<file path="src/rtl/matrix_scan_ctrl_pkg.sv">
// Shared definitions for the matrix scan sequencer: FSM state encoding
// and the width helper used to size the settle counter.
package matrix_scan_pkg;

    localparam logic [2:0] ST_IDLE     = 3'd0;
    localparam logic [2:0] ST_SETTLE   = 3'd1;
    localparam logic [2:0] ST_CONVERT  = 3'd2;
    localparam logic [2:0] ST_WAIT_ADC = 3'd3;
    localparam logic [2:0] ST_OUTPUT   = 3'd4;
    localparam logic [2:0] ST_ADVANCE  = 3'd5;

    // Bits needed to hold values 0..n-1, never less than one bit.
    function automatic int unsigned cnt_width(input int unsigned n);
        return (n < 2) ? 1 : $clog2(n);
    endfunction

endpackage

</file>
<file path="src/rtl/matrix_scan_ctrl_if.sv">
// ADC conversion handshake and downstream pixel handshake of the matrix
// scan sequencer. master = sequencer side, slave = ADC/sink side.
interface matrix_scan_ctrl_if #(
    parameter int unsigned Width     = 5,
    parameter int unsigned DataWidth = 12
);
    logic                 adc_start_o;
    logic                 adc_done_i;
    logic [DataWidth-1:0] adc_data_i;
    logic                 pix_valid_o;
    logic                 pix_ready_i;
    logic [DataWidth-1:0] pix_data_o;
    logic [Width-1:0]     pix_col_o;
    logic [Width-1:0]     pix_row_o;

    modport master (
        output adc_start_o,
        input  adc_done_i,
        input  adc_data_i,
        output pix_valid_o,
        input  pix_ready_i,
        output pix_data_o,
        output pix_col_o,
        output pix_row_o
    );

    modport slave (
        input  adc_start_o,
        output adc_done_i,
        output adc_data_i,
        input  pix_valid_o,
        output pix_ready_i,
        input  pix_data_o,
        input  pix_col_o,
        input  pix_row_o
    );
endinterface

</file>
<file path="src/rtl/matrix_scan_ctrl_settle_timer.sv">
// Mux settling timer: loading starts a window of SettleCycles clocks;
// done_o is high in the last clock of that window (and while idle).
module scan_settle_timer
    import matrix_scan_pkg::*;
#(
    parameter int unsigned SettleCycles = 16
) (
    input  logic clk_i,
    input  logic rst_i,
    input  logic load_i,
    output logic done_o
);
    localparam int unsigned CntW = cnt_width(SettleCycles + 1);
    localparam logic [CntW-1:0] LoadVal =
        (SettleCycles == 0) ? '0 : CntW'(SettleCycles - 1);

    logic [CntW-1:0] cnt_q, cnt_d;

    // Reload on request, otherwise count down and hold at zero.
    always_comb begin
        cnt_d = cnt_q;
        if (load_i) begin
            cnt_d = LoadVal;
        end else if (cnt_q != '0) begin
            cnt_d = cnt_q - CntW'(1);
        end
    end

    // Counter register.
    always_ff @(posedge clk_i or posedge rst_i) begin
        if (rst_i) cnt_q <= '0;
        else       cnt_q <= cnt_d;
    end

    assign done_o = (cnt_q == '0);
endmodule

</file>
<file path="src/rtl/matrix_scan_ctrl.sv">
// Row-major frame sequencer for the microbolometer mux matrix: selects a
// pixel, waits for settling, runs one ADC conversion and hands the tagged
// sample downstream. Optional macro CONTINUOUS_SCAN_EN makes the frame
// restart at (0,0) without start_i after the last pixel.
module matrix_scan_ctrl
    import matrix_scan_pkg::*;
#(
    parameter int unsigned Rows         = 2,
    parameter int unsigned Cols         = 2,
    parameter int unsigned Width        = 5,
    parameter int unsigned SettleCycles = 16,
    parameter int unsigned DataWidth    = 12
) (
    input  logic             clk_i,
    input  logic             rst_i,
    input  logic             start_i,
    output logic [Width-1:0] col_sel_o,
    output logic [Width-1:0] row_sel_o,
    output logic             col_en_o,
    output logic             row_en_o,
    output logic             busy_o,
    output logic             frame_done_o,
    matrix_scan_ctrl_if.master bus
);
    localparam logic [Width-1:0] LastCol = Width'(Cols - 1);
    localparam logic [Width-1:0] LastRow = Width'(Rows - 1);
    // Per-pixel entry state: skip SETTLE entirely when no settling is needed.
    localparam logic [2:0] PixStart = (SettleCycles == 0) ? ST_CONVERT : ST_SETTLE;
    localparam logic       UseSettle = (SettleCycles != 0);

    logic [2:0]           state_q, state_d;
    logic [Width-1:0]     col_q, col_d;
    logic [Width-1:0]     row_q, row_d;
    logic [DataWidth-1:0] pix_data_q, pix_data_d;
    logic [Width-1:0]     pix_col_q, pix_col_d;
    logic [Width-1:0]     pix_row_q, pix_row_d;
    logic                 settle_load;
    logic                 settle_done;
    logic                 in_adv;
    logic                 col_last;
    logic                 row_last;

    scan_settle_timer #(
        .SettleCycles(SettleCycles)
    ) u_settle (
        .clk_i (clk_i),
        .rst_i (rst_i),
        .load_i(settle_load),
        .done_o(settle_done)
    );

    assign in_adv   = (state_q == ST_ADVANCE);
    assign col_last = (col_q == LastCol);
    assign row_last = (row_q == LastRow);

    // Next-state, index and sample-capture logic.
    always_comb begin
        state_d     = state_q;
        col_d       = col_q;
        row_d       = row_q;
        pix_data_d  = pix_data_q;
        pix_col_d   = pix_col_q;
        pix_row_d   = pix_row_q;
        settle_load = 1'b0;
        case (state_q)
            ST_IDLE: begin
                if (start_i) begin
                    state_d     = PixStart;
                    settle_load = UseSettle;
                end
            end
            ST_SETTLE: begin
                if (settle_done) state_d = ST_CONVERT;
            end
            ST_CONVERT: begin
                state_d = ST_WAIT_ADC;
            end
            ST_WAIT_ADC: begin
                if (bus.adc_done_i) begin
                    pix_data_d = bus.adc_data_i;
                    pix_col_d  = col_q;
                    pix_row_d  = row_q;
                    state_d    = ST_OUTPUT;
                end
            end
            ST_OUTPUT: begin
                if (bus.pix_ready_i) state_d = ST_ADVANCE;
            end
            ST_ADVANCE: begin
                state_d     = PixStart;
                settle_load = UseSettle;
                if (!col_last) begin
                    col_d = col_q + Width'(1);
                end else if (!row_last) begin
                    col_d = '0;
                    row_d = row_q + Width'(1);
                end else begin
                    col_d = '0;
                    row_d = '0;
`ifdef CONTINUOUS_SCAN_EN
                    state_d     = PixStart;
                    settle_load = UseSettle;
`else
                    state_d     = ST_IDLE;
                    settle_load = 1'b0;
`endif
                end
            end
            default: begin
                state_d = ST_IDLE;
            end
        endcase
    end

    // State, index and sample registers; reset aborts any frame in flight.
    always_ff @(posedge clk_i or posedge rst_i) begin
        if (rst_i) begin
            state_q    <= ST_IDLE;
            col_q      <= '0;
            row_q      <= '0;
            pix_data_q <= '0;
            pix_col_q  <= '0;
            pix_row_q  <= '0;
        end else begin
            state_q    <= state_d;
            col_q      <= col_d;
            row_q      <= row_d;
            pix_data_q <= pix_data_d;
            pix_col_q  <= pix_col_d;
            pix_row_q  <= pix_row_d;
        end
    end

    assign col_sel_o       = col_q;
    assign row_sel_o       = row_q;
    assign col_en_o        = in_adv && !col_last;
    assign row_en_o        = in_adv && col_last && !row_last;
    assign frame_done_o    = in_adv && col_last && row_last;
    assign busy_o          = (state_q != ST_IDLE);
    assign bus.adc_start_o = (state_q == ST_CONVERT);
    assign bus.pix_valid_o = (state_q == ST_OUTPUT);
    assign bus.pix_data_o  = pix_data_q;
    assign bus.pix_col_o   = pix_col_q;
    assign bus.pix_row_o   = pix_row_q;
endmodule

</file>
<file path="src/flat_wrapper.sv">
// flat-port wrapper written by rule: the top's interface ports become plain ports
module matrix_scan_ctrl_flat import matrix_scan_pkg::*;
#(
    parameter int unsigned Rows         = 2,
    parameter int unsigned Cols         = 2,
    parameter int unsigned Width        = 5,
    parameter int unsigned SettleCycles = 16,
    parameter int unsigned DataWidth    = 12
)
  (clk_i, rst_i, start_i, col_sel_o, row_sel_o, col_en_o, row_en_o, busy_o, frame_done_o, bus_adc_start_o, bus_adc_done_i, bus_adc_data_i, bus_pix_valid_o, bus_pix_ready_i, bus_pix_data_o, bus_pix_col_o, bus_pix_row_o);
  matrix_scan_ctrl_if #(.Width(Width), .DataWidth(DataWidth)) bus_i ();
  input  logic clk_i;
  input  logic rst_i;
  input  logic start_i;
  output logic [Width-1:0] col_sel_o;
  output logic [Width-1:0] row_sel_o;
  output logic col_en_o;
  output logic row_en_o;
  output logic busy_o;
  output logic frame_done_o;
  output wire logic [$bits(bus_i.adc_start_o)-1:0] bus_adc_start_o;
  input wire logic [$bits(bus_i.adc_done_i)-1:0] bus_adc_done_i;
  input wire logic [$bits(bus_i.adc_data_i)-1:0] bus_adc_data_i;
  output wire logic [$bits(bus_i.pix_valid_o)-1:0] bus_pix_valid_o;
  input wire logic [$bits(bus_i.pix_ready_i)-1:0] bus_pix_ready_i;
  output wire logic [$bits(bus_i.pix_data_o)-1:0] bus_pix_data_o;
  output wire logic [$bits(bus_i.pix_col_o)-1:0] bus_pix_col_o;
  output wire logic [$bits(bus_i.pix_row_o)-1:0] bus_pix_row_o;
  assign bus_adc_start_o = bus_i.adc_start_o;
  assign bus_i.adc_done_i = bus_adc_done_i;
  assign bus_i.adc_data_i = bus_adc_data_i;
  assign bus_pix_valid_o = bus_i.pix_valid_o;
  assign bus_i.pix_ready_i = bus_pix_ready_i;
  assign bus_pix_data_o = bus_i.pix_data_o;
  assign bus_pix_col_o = bus_i.pix_col_o;
  assign bus_pix_row_o = bus_i.pix_row_o;
  matrix_scan_ctrl #(.Rows(Rows), .Cols(Cols), .Width(Width), .SettleCycles(SettleCycles), .DataWidth(DataWidth)) u_core (.clk_i(clk_i), .rst_i(rst_i), .start_i(start_i), .col_sel_o(col_sel_o), .row_sel_o(row_sel_o), .col_en_o(col_en_o), .row_en_o(row_en_o), .busy_o(busy_o), .frame_done_o(frame_done_o), .bus(bus_i));
endmodule
</file>
<file path="config.mk">
export PLATFORM = sky130hd
export DESIGN_NAME = matrix_scan_ctrl_flat
export DESIGN_NICKNAME = d
export VERILOG_FILES = /design/src/rtl/matrix_scan_ctrl_pkg.sv /design/src/rtl/matrix_scan_ctrl_if.sv /design/src/rtl/matrix_scan_ctrl_settle_timer.sv /design/src/rtl/matrix_scan_ctrl.sv /design/src/flat_wrapper.sv
export SDC_FILE = /design/constraint.sdc
export NUM_CORES = 1
export LEC_CHECK = 0
export BUFFER_PORTS_ARGS = -buffer_cell sky130_fd_sc_hd__buf_4
export CORE_MARGIN = 1
export CORE_UTILIZATION = 35
export CTS_BUF_LIST = sky130_fd_sc_hd__clkbuf_2 sky130_fd_sc_hd__clkbuf_4 sky130_fd_sc_hd__clkbuf_8
export DETAILED_ROUTE_END_ITERATION = 7
export SYNTH_ARGS = -nofsm -noshare
export SYNTH_HDL_FRONTEND = slang
export SYNTH_SLANG_ARGS = --single-unit
export TNS_END_PERCENT = 100
</file>
<file path="constraint.sdc">
create_clock -name clk_i -period 2 [get_ports clk_i]
set_input_delay 0.4 -clock clk_i [delete_from_list [all_inputs] [get_ports clk_i]]
set_output_delay 0.4 -clock clk_i [all_outputs]
set_load 0.05 [all_outputs]
</file>
==> qor.txt, run 1 <==
==================================================================================================
Most common cell after layout, fill and taps aside                                           buf_4
Total core area                                                                           4880 um2
Critical Path AT                                                                           1.73 ns
Tightest Hold Check Type                                                              primary input to asynchronous set/reset pin
Depth of the CTS H-tree                                                                          2
Number of buffers inserted during clock tree synthesis                                           5
Number of cells after detailed placement                                                       273
Critical Path Start                                                                   u_core.col_sel_o[1]
Final Cycle Share                                                                             1.06
Transition at the pin with the smallest max-transition slack                              0.508 ns
Post-synthesis average cell area                                                          12.4 um2
Worst slew margin relative to its limit                                                      0.661
Final Hold Viols                                                                                 0
Post-synthesis cell count                                                                      147
Endpoint of the lowest-slack register-to-register path                                u_core.state_q[0]
Synthesized cell area                                                                     1820 um2
Maximum operating frequency                                                                470 MHz
Status                                                                                complete, but fails checks
Antenna Violating Nets Remaining                                                                 0
Synthesized netlist net count                                                                  169
Peak supply drop                                                                        0.000836 V
Max Cap Viol                                                                                     0
Fin nets                                                                                       240
Post-layout instance count excluding filler cells                                              286
Required time reported for the critical path endpoint                                      1.60 ns
Vias after detailed routing                                                                   1397
Post-place setup slack                                                                    0.121 ns
Global-route wire length before repair                                                     6720 um
Clock transition time at the flip-flop clock pins of the worst setup and hold paths        0.07 ns
WS Path Type                                                                          flip-flop to output port
Final Wtd Congestion                                                                         0.841
Count of routing violations after the opening detailed-route iteration                          40
Violations in the final reports                                                       negative setup slack
Synth Warn #                                                                                     0
Fraction of layout cells with a size suffix above 1                                          0.566
Clock Tree Buf Depth                                                                             2
Avg WL per Cell                                                                            14.4 um
Post-detailed-placement half-perimeter wirelength                                          2960 um
Number of cell rows                                                                             25
Peak fanout along the critical path                                                              3
Clk Tree Root Cell                                                                        clkbuf_8
Maximum number of pins on one net before global-route repair                                    41
Overall die width                                                                          74.1 um
Via count of the first global-routing pass                                                    1472
Number of buffer cells added on primary ports                                                   54
Post-Route Hold Slack                                                                     0.241 ns
Minimum setup slack among reg-to-reg paths                                                 0.18 ns
Capturing element of the worst setup path                                                 col_en_o
Diode count                                                                                      0
Final Worst Setup Slack                                                                  -0.126 ns
Floorplan die area                                                                        5500 um2
Overall die height                                                                         74.1 um
Via density per instance                                                                      4.88
Sequential fraction of the synthesis area                                                    0.549
Worst Skew                                                                              0.00432 ns
Type of element launching the critical path                                              flip-flop
Worst skew pair latency                                                                    0.29 ns
Logic depth of the worst register-to-register path                                               6
Aggregate global-route resource usage                                                        0.165
Number of distinct library cells after synthesis                                                34
Minimum period implied by the final worst setup slack                                      2.13 ns
First-pass DRT Iterations                                                                        4
Wire length on met2                                                                        2160 um
Top routing layer in use                                                                      met4
Final slew viol count                                                                            0
Initial Utilization                                                                          0.373
RSZ-0062 raised after global routing                                                          true
Crit Reg-Reg Startpoint                                                               u_core.col_sel_o[1]
Clock sinks                                                                                     40
Endpoints failing setup                                                                          3
Clock tree from TritonCTS                                                                    built
Number of register bits inferred by synthesis                                                   40
Number of antenna violations at the first check in global routing                                0
Count of boundary I/O pins                                                                      55
Layout-stage area growth over the synthesis result                                           42.4%
DRC errors left                                                                                  0
Met3 WL post-DR                                                                             176 um
Routed length on met1                                                                      1720 um
Top library cells by usage in the layout, fill and taps aside                         buf_4 (69), dfrtp_1 (36), mux2_2 (23), nand3_1 (8), nand2_1 (7)
Remaining Overflow, GRT                                                                          0
Leakage                                                                                    1.28 nW
PD cells                                                                               1570 nW/um2
Capturing element type of the critical path                                            output port
WL final                                                                                   4110 um
==================================================================================================
state kept, by name, summed over array words and instances, names as in the netlist:
| name | count |
|---|---|
| u_core.bus.pix_data_o | 12 |
| u_core.bus.pix_col_o | 5 |
| u_core.bus.pix_row_o | 5 |
| u_core.col_sel_o | 5 |
| u_core.row_sel_o | 5 |
| u_core.u_settle.cnt_q | 5 |
| u_core.state_q | 3 |
power breakdown:
group	internal, mW	switching [mW]
logic	0.879	1.35
clock network	0.308	0.257
registers	1.08	0.211
total	2.26	1.82
worst max-delay path, stage by stage, from the launching register on:
cell and delay (ns):
dfrtp_2 0.43, inv_4 0.07, ha_4 0.13, or4b_4 0.48, nand2_4 0.10, clkinvlp_4 0.08, buf_8 0.15
area by class of cell:
cell class                 count  area (um2)
multi-input combinational     92         826
fill                         450        2290
tap                           67        83.8
timing repair buffer          71         544
clock buffer                   8        97.6
inverter                       8        36.3
sequential                    40        1010
per-layer routing:
layer,GRT usage,vias to the layer above
met2,0.275,31
met5,0,-
met4,0.0641,0
met3,0.0488,6
met1,0.200,698
li1,-,662
cells in the mapped netlist:
library cell	number	area, um2
o311ai_0	1	8.76
nor2_1	6	22.5
inv_1	8	30.0
buf_6	1	11.3
or4b_4	2	27.5
or3_1	1	6.26
and3b_1	2	17.5
nand4_1	2	12.5
dfrtp_1	40	1000
a21o_1	1	7.51
nand3b_1	2	15.0
nor4_1	1	6.26
o2111ai_1	2	17.5
a21boi_0	1	7.51
o21ai_0	5	25.0
o31ai_1	2	15.0
mux2_2	23	259
nand2b_1	2	12.5
nand4b_1	1	8.76
nand3_1	8	40.0
xnor2_1	3	26.3
o22ai_1	1	6.26
clkbuf_2	1	5.00
nand2_1	9	33.8
ha_1	5	62.6
nor3_2	2	20.0
nor3_1	1	5.00
buf_2	5	25.0
nor4b_1	3	26.3
o21ai_4	1	16.3
xor2_1	2	17.5
nor3b_1	1	7.51
and4_1	1	8.76
o21ba_2	1	10.0
repair_timing:
item,CTS,global route
buffers inserted,4,1
setup endpoints to repair,3,3
pin swaps,1,1
hold buffers,0,0
hold endpoints to repair,0,0
resized for setup,6,5
cell families after synthesis:
| kind of cell | after synthesis | synth area share |
|---|---|---|
| buffers and inverters | 15 | 0.0391 |
| DFF | 40 | 0.549 |
| AOI/OAI and AO/OA | 15 | 0.0625 |
| and+or+nand+nor | 44 | 0.148 |
| adders and majority gates | 5 | 0.0343 |
| xor gates and xnor gates | 5 | 0.0240 |
| muxes | 23 | 0.142 |
worst min-delay path by stage:
| stage | start | endpoint | slack, ns | cells past startpoint |
|---|---|---|---|---|
| 3_3_place_gp | u_core.bus.pix_row_o[0] | u_core.bus.pix_row_o[0] | 0.49 | 1 |
| 2_1_floorplan | u_core.u_settle.cnt_q[4] | u_core.u_settle.cnt_q[4] | 0.53 | 1 |
| 4_1_cts | rst_i | u_core.bus.pix_data_o[7] | 0.25 | 3 |
| 6_report | rst_i | u_core.bus.pix_data_o[9] | 0.24 | 3 |
| 3_5_place_dp | u_core.bus.pix_col_o[1] | u_core.bus.pix_col_o[1] | 0.49 | 2 |
| 5_1_grt | rst_i | u_core.bus.pix_data_o[7] | 0.28 | 3 |
metrics by stage:
| stage | instance area, um2 | total power [mW] | util | TNS (ns) |
|---|---|---|---|---|
| 2_1_floorplan | 1870 | 2.76 | - | -0.0674 |
| 3_3_place_gp | 2410 | 3.29 | 0.494 | 0 |
| 3_5_place_dp | 2410 | 3.38 | 0.494 | 0 |
| 4_1_cts | 2560 | 4.05 | 0.525 | -0.282 |
| 5_1_grt | 2590 | 4.32 | 0.532 | -0.368 |
| 6_report | 2590 | 4.08 | 0.532 | -0.189 |
Note: power is estimated with default switching activity, not from simulation.
==> run 2: changes to the inputs <==
==> constraint.sdc (replaced) <==
create_clock -name clk_i -period 2 [get_ports clk_i]
set_input_delay 0.4 -clock clk_i [delete_from_list [all_inputs] [get_ports clk_i]]
set_output_delay 0.4 -clock clk_i [all_outputs]
set_load 0.005 [all_outputs]
==> qor.txt, run 2 (same netlist as run 1, synthesis figures left out) <==
==================================================================================================
Leakage                                                                                    1.29 nW   +1.2%
Endpoint of the lowest-slack register-to-register path                                u_core.state_q[0]
Peak fanout along the critical path                                                              2   -1
Final instance area                                                                       2600 um2   +0.24%
WS Path Type                                                                          flip-flop to output port
Required time reported for the critical path endpoint                                      1.60 ns   about the same
Maximum number of pins on one net before global-route repair                                    26   -37%
Floorplan die area                                                                        5500 um2   unchanged
Vias after detailed routing                                                                   1434   +2.6%
Antenna Violating Nets Remaining                                                                 0   unchanged
Filler Cells Inserted                                                                          450   unchanged
Number of antenna violations at the first check in global routing                                0   unchanged
Endpoints failing setup                                                                          1   -2
Number of buffer cells added on primary ports                                                   54   unchanged
RSZ-0062 raised after global routing                                                          true
Maximum operating frequency                                                                492 MHz   +4.7%
Count of boundary I/O pins                                                                      55   unchanged
Violations in the final reports                                                       negative setup slack
Fraction of layout cells with a size suffix above 1                                          0.561   -0.00567
Layout-stage area growth over the synthesis result                                           42.7%
Final Cycle Share                                                                             1.02   -0.0477
Initial Utilization                                                                          0.373   unchanged
Number of buffers inserted during clock tree synthesis                                           5   unchanged
First-pass DRT Iterations                                                                        4   unchanged
PD cells                                                                               1320 nW/um2   -16%
Post-layout instance count excluding filler cells                                              290   +1.4%
Transition at the pin with the smallest max-transition slack                              0.494 ns   -0.0147 ns
Via density per instance                                                                      4.94   +1.2%
Capturing element type of the critical path                                            output port
Worst Skew                                                                              0.00818 ns   +0.00387 ns
Number of cells after detailed placement                                                       270   -1.1%
Remaining Overflow, GRT                                                                          0   unchanged
Overall die height                                                                         74.1 um   unchanged
WL final                                                                                   4220 um   +2.8%
Max incr delay on CP                                                                       0.47 ns   about the same
Logic depth of the worst register-to-register path                                               6   unchanged
Avg WL per Cell                                                                            14.6 um   +1.4%
Total core area                                                                           4880 um2   unchanged
Final Worst Setup Slack                                                                 -0.0305 ns   +0.0954 ns
Peak supply drop                                                                        0.000614 V   -27%
Final slew viol count                                                                            0   unchanged
Minimum period implied by the final worst setup slack                                      2.03 ns   -0.0954 ns
Largest register FFs                                                                            12   unchanged
Aggregate global-route resource usage                                                        0.170   +0.00506
Overall die width                                                                          74.1 um   unchanged
Post-place setup slack                                                                    0.132 ns   +0.0116 ns
Worst slew margin relative to its limit                                                      0.671   +0.00942
Status                                                                                complete, but fails checks
Worst skew pair latency                                                                    0.29 ns   about the same
Final Hold Viols                                                                                 0   unchanged
Count of routing violations after the opening detailed-route iteration                          66   +65%
Top library cells by usage in the layout, fill and taps aside                         buf_4 (74), dfrtp_1 (37), mux2_2 (23), nand3_1 (8), nand2_1 (7)
Final Wtd Congestion                                                                         0.842   +0.19%
Worst path buffer plus inverter count                                                            3   unchanged
Fin nets                                                                                       244   +1.7%
Cell seen most often among critical-path stages                                              inv_2
Critical Path AT                                                                           1.63 ns   -0.10 ns
Post-detailed-placement half-perimeter wirelength                                          3030 um   +2.1%
Cell family with the largest share of critical-path delay                             simple AND/OR/NAND/NOR gates
Number of cell rows                                                                             25   unchanged
Clock transition time at the flip-flop clock pins of the worst setup and hold paths        0.08 ns   about the same
Clock tree from TritonCTS                                                                    built
Diode count                                                                                      0   unchanged
Area after DPL                                                                            2340 um2   -3.0%
Critical-path top delay cell                                                                or4b_4
DRC errors left                                                                                  0   unchanged
Global-route wire length before repair                                                     6930 um   +3.1%
Type of element launching the critical path                                              flip-flop
Sequential standard cell area                                                             1000 um2   -0.12%
Max Cap Viol                                                                                     0   unchanged
Most common cell after layout, fill and taps aside                                           buf_4
Cells along the critical path                                                         inv_2 > ha_4 > or4b_4 > nand2_2 > inv_2 > buf_6
Clock Tree Buf Depth                                                                             2   unchanged
Area of combinational cells with multiple inputs                                           803 um2   -2.7%
Via count of the first global-routing pass                                                    1519   +3.2%
Depth of the CTS H-tree                                                                          2   unchanged
Crit Reg-Reg Startpoint                                                               u_core.col_sel_o[1]
Tightest Hold Check Type                                                              primary input to asynchronous set/reset pin
Minimum setup slack among reg-to-reg paths                                                 0.19 ns   about the same
Clk Tree Root Cell                                                                        clkbuf_8
Clock sinks                                                                                     40   unchanged
==================================================================================================
-- run 2: cell types whose count changed in the layout (fill, tap and decap cells not counted), moves of 2 or more --
cell | previous run | this run
clkbuf_4 | 2 | 0
buf_4 | 69 | 74
nor2_4 | 2 | 0
inv_2 | 1 | 3
-- run 2: layout make-up --
cell class	instances	share of cell area
multi-input cells	92	0.309
well taps	67	0.0322
clock buffers	5	0.0265
clock inverters	3	0.0164
repair buffers	75	0.218
flip-flops and latches	40	0.386
inverters	8	0.0115
-- run 2: per-stage QoR --
| stage | util | hold WS, ns | total power, mW | setup TNS, ns |
|---|---|---|---|---|
| floorplan | - | 0.473 | 1.98 | 0 |
| detailed placement | 0.479 | 0.458 | 2.57 | 0 |
| finish | 0.533 | 0.123 | 3.43 | -0.0305 |
| global placement | 0.479 | 0.442 | 2.49 | 0 |
| CTS | 0.519 | 0.135 | 3.37 | -0.0244 |
| global route | 0.533 | 0.158 | 3.68 | -0.138 |
-- run 2: per-layer routing --
layer  up-vias  GRT usage  wire, um
met4         0     0.0598        57
met5         -          0         0
met1       708      0.200      1760
met3         7     0.0488       235
li1        673          -         -
met2        46      0.295      2170
-- run 2: worst max-delay path by stage --
stage,from,endpoint,cells after the start
after global placement,u_core.col_sel_o[1],frame_done_o,6
after floorplan,u_core.col_sel_o[1],col_en_o,6
after detailed placement,u_core.col_sel_o[1],row_en_o,6
after CTS,u_core.col_sel_o[1],col_en_o,6
after global routing,u_core.col_sel_o[1],col_en_o,6
final,u_core.col_sel_o[1],col_en_o,6
-- run 2: what timing repair did --
action,in CTS,in global routing
endpoints found under the setup margin,3,3
setup buffers,7,5
gates resized for setup,11,6
hold buffers,0,0
pin swaps,4,4
hold endpoints to repair,0,0
-- run 2: power breakdown --
part	total (mW)	switching (mW)	internal, mW
Sequential	1.29	0.215	1.07
Clock	0.654	0.285	0.369
Combinational	1.49	0.600	0.887
==> run 3: changes to the inputs <==
--- a/config.mk
+++ b/config.mk
@@ -7,9 +7,10 @@
 export LEC_CHECK = 0
 export BUFFER_PORTS_ARGS = -buffer_cell sky130_fd_sc_hd__buf_4
 export CORE_MARGIN = 1
-export CORE_UTILIZATION = 35
+export CORE_UTILIZATION = 53
 export CTS_BUF_LIST = sky130_fd_sc_hd__clkbuf_2 sky130_fd_sc_hd__clkbuf_4 sky130_fd_sc_hd__clkbuf_8
 export DETAILED_ROUTE_END_ITERATION = 7
+export PLACE_DENSITY = 0.82
 export SYNTH_ARGS = -nofsm -noshare
 export SYNTH_HDL_FRONTEND = slang
 export SYNTH_SLANG_ARGS = --single-unit
==> qor.txt, run 3 (same netlist as run 1, synthesis figures left out) <==
==================================================================================================
Count of boundary I/O pins                                                                      55   unchanged
Max Cap Viol                                                                                     0   unchanged
Total core area                                                                           3150 um2   -35%
Critical Path AT                                                                           1.67 ns   +0.04 ns
Status                                                                                complete, but fails checks
Final Cycle Share                                                                             1.04   +0.0198
Number of cell rows                                                                             20   -20%
Peak fanout along the critical path                                                              2   unchanged
Antenna Violating Nets Remaining                                                                 0   unchanged
Hold Buf Count CTS                                                                               0   unchanged
Fraction of layout cells with a size suffix above 1                                          0.550   -0.0105
WS Path Type                                                                          flip-flop to output port
Most common cell after layout, fill and taps aside                                           buf_4
Global-route wire length before repair                                                     5950 um   -14%
Overall die width                                                                          60.6 um   -18%
Clk Tree Root Cell                                                                        clkbuf_4
Worst slew margin relative to its limit                                                      0.670   about the same
Transition at the pin with the smallest max-transition slack                              0.494 ns   +0.000601 ns
Total Power Consumption                                                                    3.16 mW   -7.9%
Final instance area                                                                       2480 um2   -4.5%
Final slew viol count                                                                            0   unchanged
Worst skew pair latency                                                                    0.35 ns   +0.06 ns
Largest register FFs                                                                            12   unchanged
Top library cells by usage in the layout, fill and taps aside                         buf_4 (72), dfrtp_1 (37), mux2_2 (23), nand2_1 (8), nand3_1 (8)
Leakage                                                                                    1.26 nW   -2.6%
Floorplan die area                                                                        3680 um2   -33%
Clock Tree Buf Depth                                                                             2   unchanged
Aggregate global-route resource usage                                                        0.226   +0.0567
Via density per instance                                                                      5.42   +9.6%
DRC errors left                                                                                  0   unchanged
Area after DPL                                                                            2290 um2   -1.9%
WL final                                                                                   4050 um   -4.1%
Tightest Hold Check Type                                                              primary input to asynchronous set/reset pin
Number of antenna violations at the first check in global routing                                0   unchanged
Vias after detailed routing                                                                   1431   -0.21%
Count of routing violations after the opening detailed-route iteration                          61   -7.6%
Final Hold Viols                                                                                 0   unchanged
RSZ-0062 raised after global routing                                                          true
Initial Utilization                                                                          0.578   +0.204
Clock transition time at the flip-flop clock pins of the worst setup and hold paths        0.12 ns   +0.04 ns
PD cells                                                                               1270 nW/um2   -3.6%
Filler Cells Inserted                                                                          214   -52%
Cell seen most often among critical-path stages                                              inv_2
Peak supply drop                                                                        0.000914 V   +49%
Via count of the first global-routing pass                                                    1354   -11%
Post-place setup slack                                                                    0.177 ns   +0.0447 ns
Remaining Overflow, GRT                                                                          0   unchanged
Avg WL per Cell                                                                            15.3 um   +5.3%
Required time reported for the critical path endpoint                                      1.60 ns   about the same
First-pass DRT Iterations                                                                        5   +1
Depth of the CTS H-tree                                                                          2   unchanged
Final Worst Setup Slack                                                                 -0.0701 ns   -0.0396 ns
Type of element launching the critical path                                              flip-flop
Violations in the final reports                                                       negative setup slack
Worst Skew                                                                               0.0144 ns   +0.00618 ns
Final Wtd Congestion                                                                         0.772   -8.3%
Clock sinks                                                                                     40   unchanged
Minimum period implied by the final worst setup slack                                      2.07 ns   +0.0396 ns
Endpoints failing setup                                                                          3   +2
Cells along the critical path                                                         inv_2 > ha_4 > or4b_4 > nand2_4 > inv_2 > buf_6
Diode count                                                                                      0   unchanged
Capturing element type of the critical path                                            output port
Layout-stage area growth over the synthesis result                                           36.3%
Max incr delay on CP                                                                       0.48 ns   about the same
Clock tree from TritonCTS                                                                    built
Number of buffer cells added on primary ports                                                   54   unchanged
Maximum number of pins on one net before global-route repair                                    41   +58%
Overall die height                                                                         60.6 um   -18%
Core Util, Final                                                                             0.788   +0.255
Post-detailed-placement half-perimeter wirelength                                          2610 um   -14%
Fin nets                                                                                       242   -0.82%
Maximum operating frequency                                                                483 MHz   -1.9%
Number of buffers inserted during clock tree synthesis                                           5   unchanged
Critical-path top delay cell                                                                or4b_4
==================================================================================================
==> run 3: critical path, delay by kind of cell (launching register included) <==
kind | cells | cell delay [ns]
fa+ha+maj | 1 | 0.13
buf+inv | 3 | 0.22
flops | 1 | 0.41
simple gates | 2 | 0.57
==> run 3: routing by layer <==
metal  track usage  part of all wire  up-vias
met1         0.259              0.40      699
met4        0.0877             0.016        0
li1              -                 -      669
met5             0                 0        -
met3        0.0618             0.066        7
met2         0.403              0.52       56
==> run 3: where the power goes <==
part | internal, mW | switching, mW
Sequential | 1.07 | 0.206
Clock | 0.143 | 0.243
Combinational | 0.876 | 0.617
==> run 3: final timing paths <==
kind / slack, ns / to / cells after the start / startpoint
max in group asynchronous: 1.47 / u_core.col_sel_o[0] / 3 / rst_i
setup / recovery: -0.07 / col_en_o / 6 / u_core.col_sel_o[1]
setup reg to reg: 0.10 / u_core.u_settle.cnt_q[4] / 7 / u_core.col_sel_o[1]
hold reg to reg: 0.52 / u_core.bus.pix_col_o[0] / 1 / u_core.bus.pix_col_o[0]
min in group clk_i: 0.27 / u_core.bus.pix_data_o[0] / 2 / bus_adc_data_i[0]
hold / removal: 0.16 / u_core.col_sel_o[4] / 3 / rst_i
==> run 3: stage by stage <==
step	instances	TNS, ns	hold slack [ns]
2_1_floorplan	147	0	0.473
3_3_place_gp	245	0	0.482
3_5_place_dp	245	0	0.486
4_1_cts	260	-0.0935	0.174
5_1_grt	264	-0.457	0.200
6_report	264	-0.185	0.163
==> run 3: layout make-up <==
type	count	area, um2	area share
inverter	8	30.0	0.0121
multi-input combinational	92	792	0.319
clock buffer	6	45.0	0.0181
clock inverter	1	5.00	0.00202
tap	44	55.1	0.0222
sequential	40	1000	0.405
timing repair buffer	73	552	0.222
==> run 3: repair_timing <==
item,CTS,global route
pin swaps,2,2
gates resized for setup,10,6
endpoints found under the setup margin,3,3
endpoints found under the hold margin,0,0
setup buffers,8,4
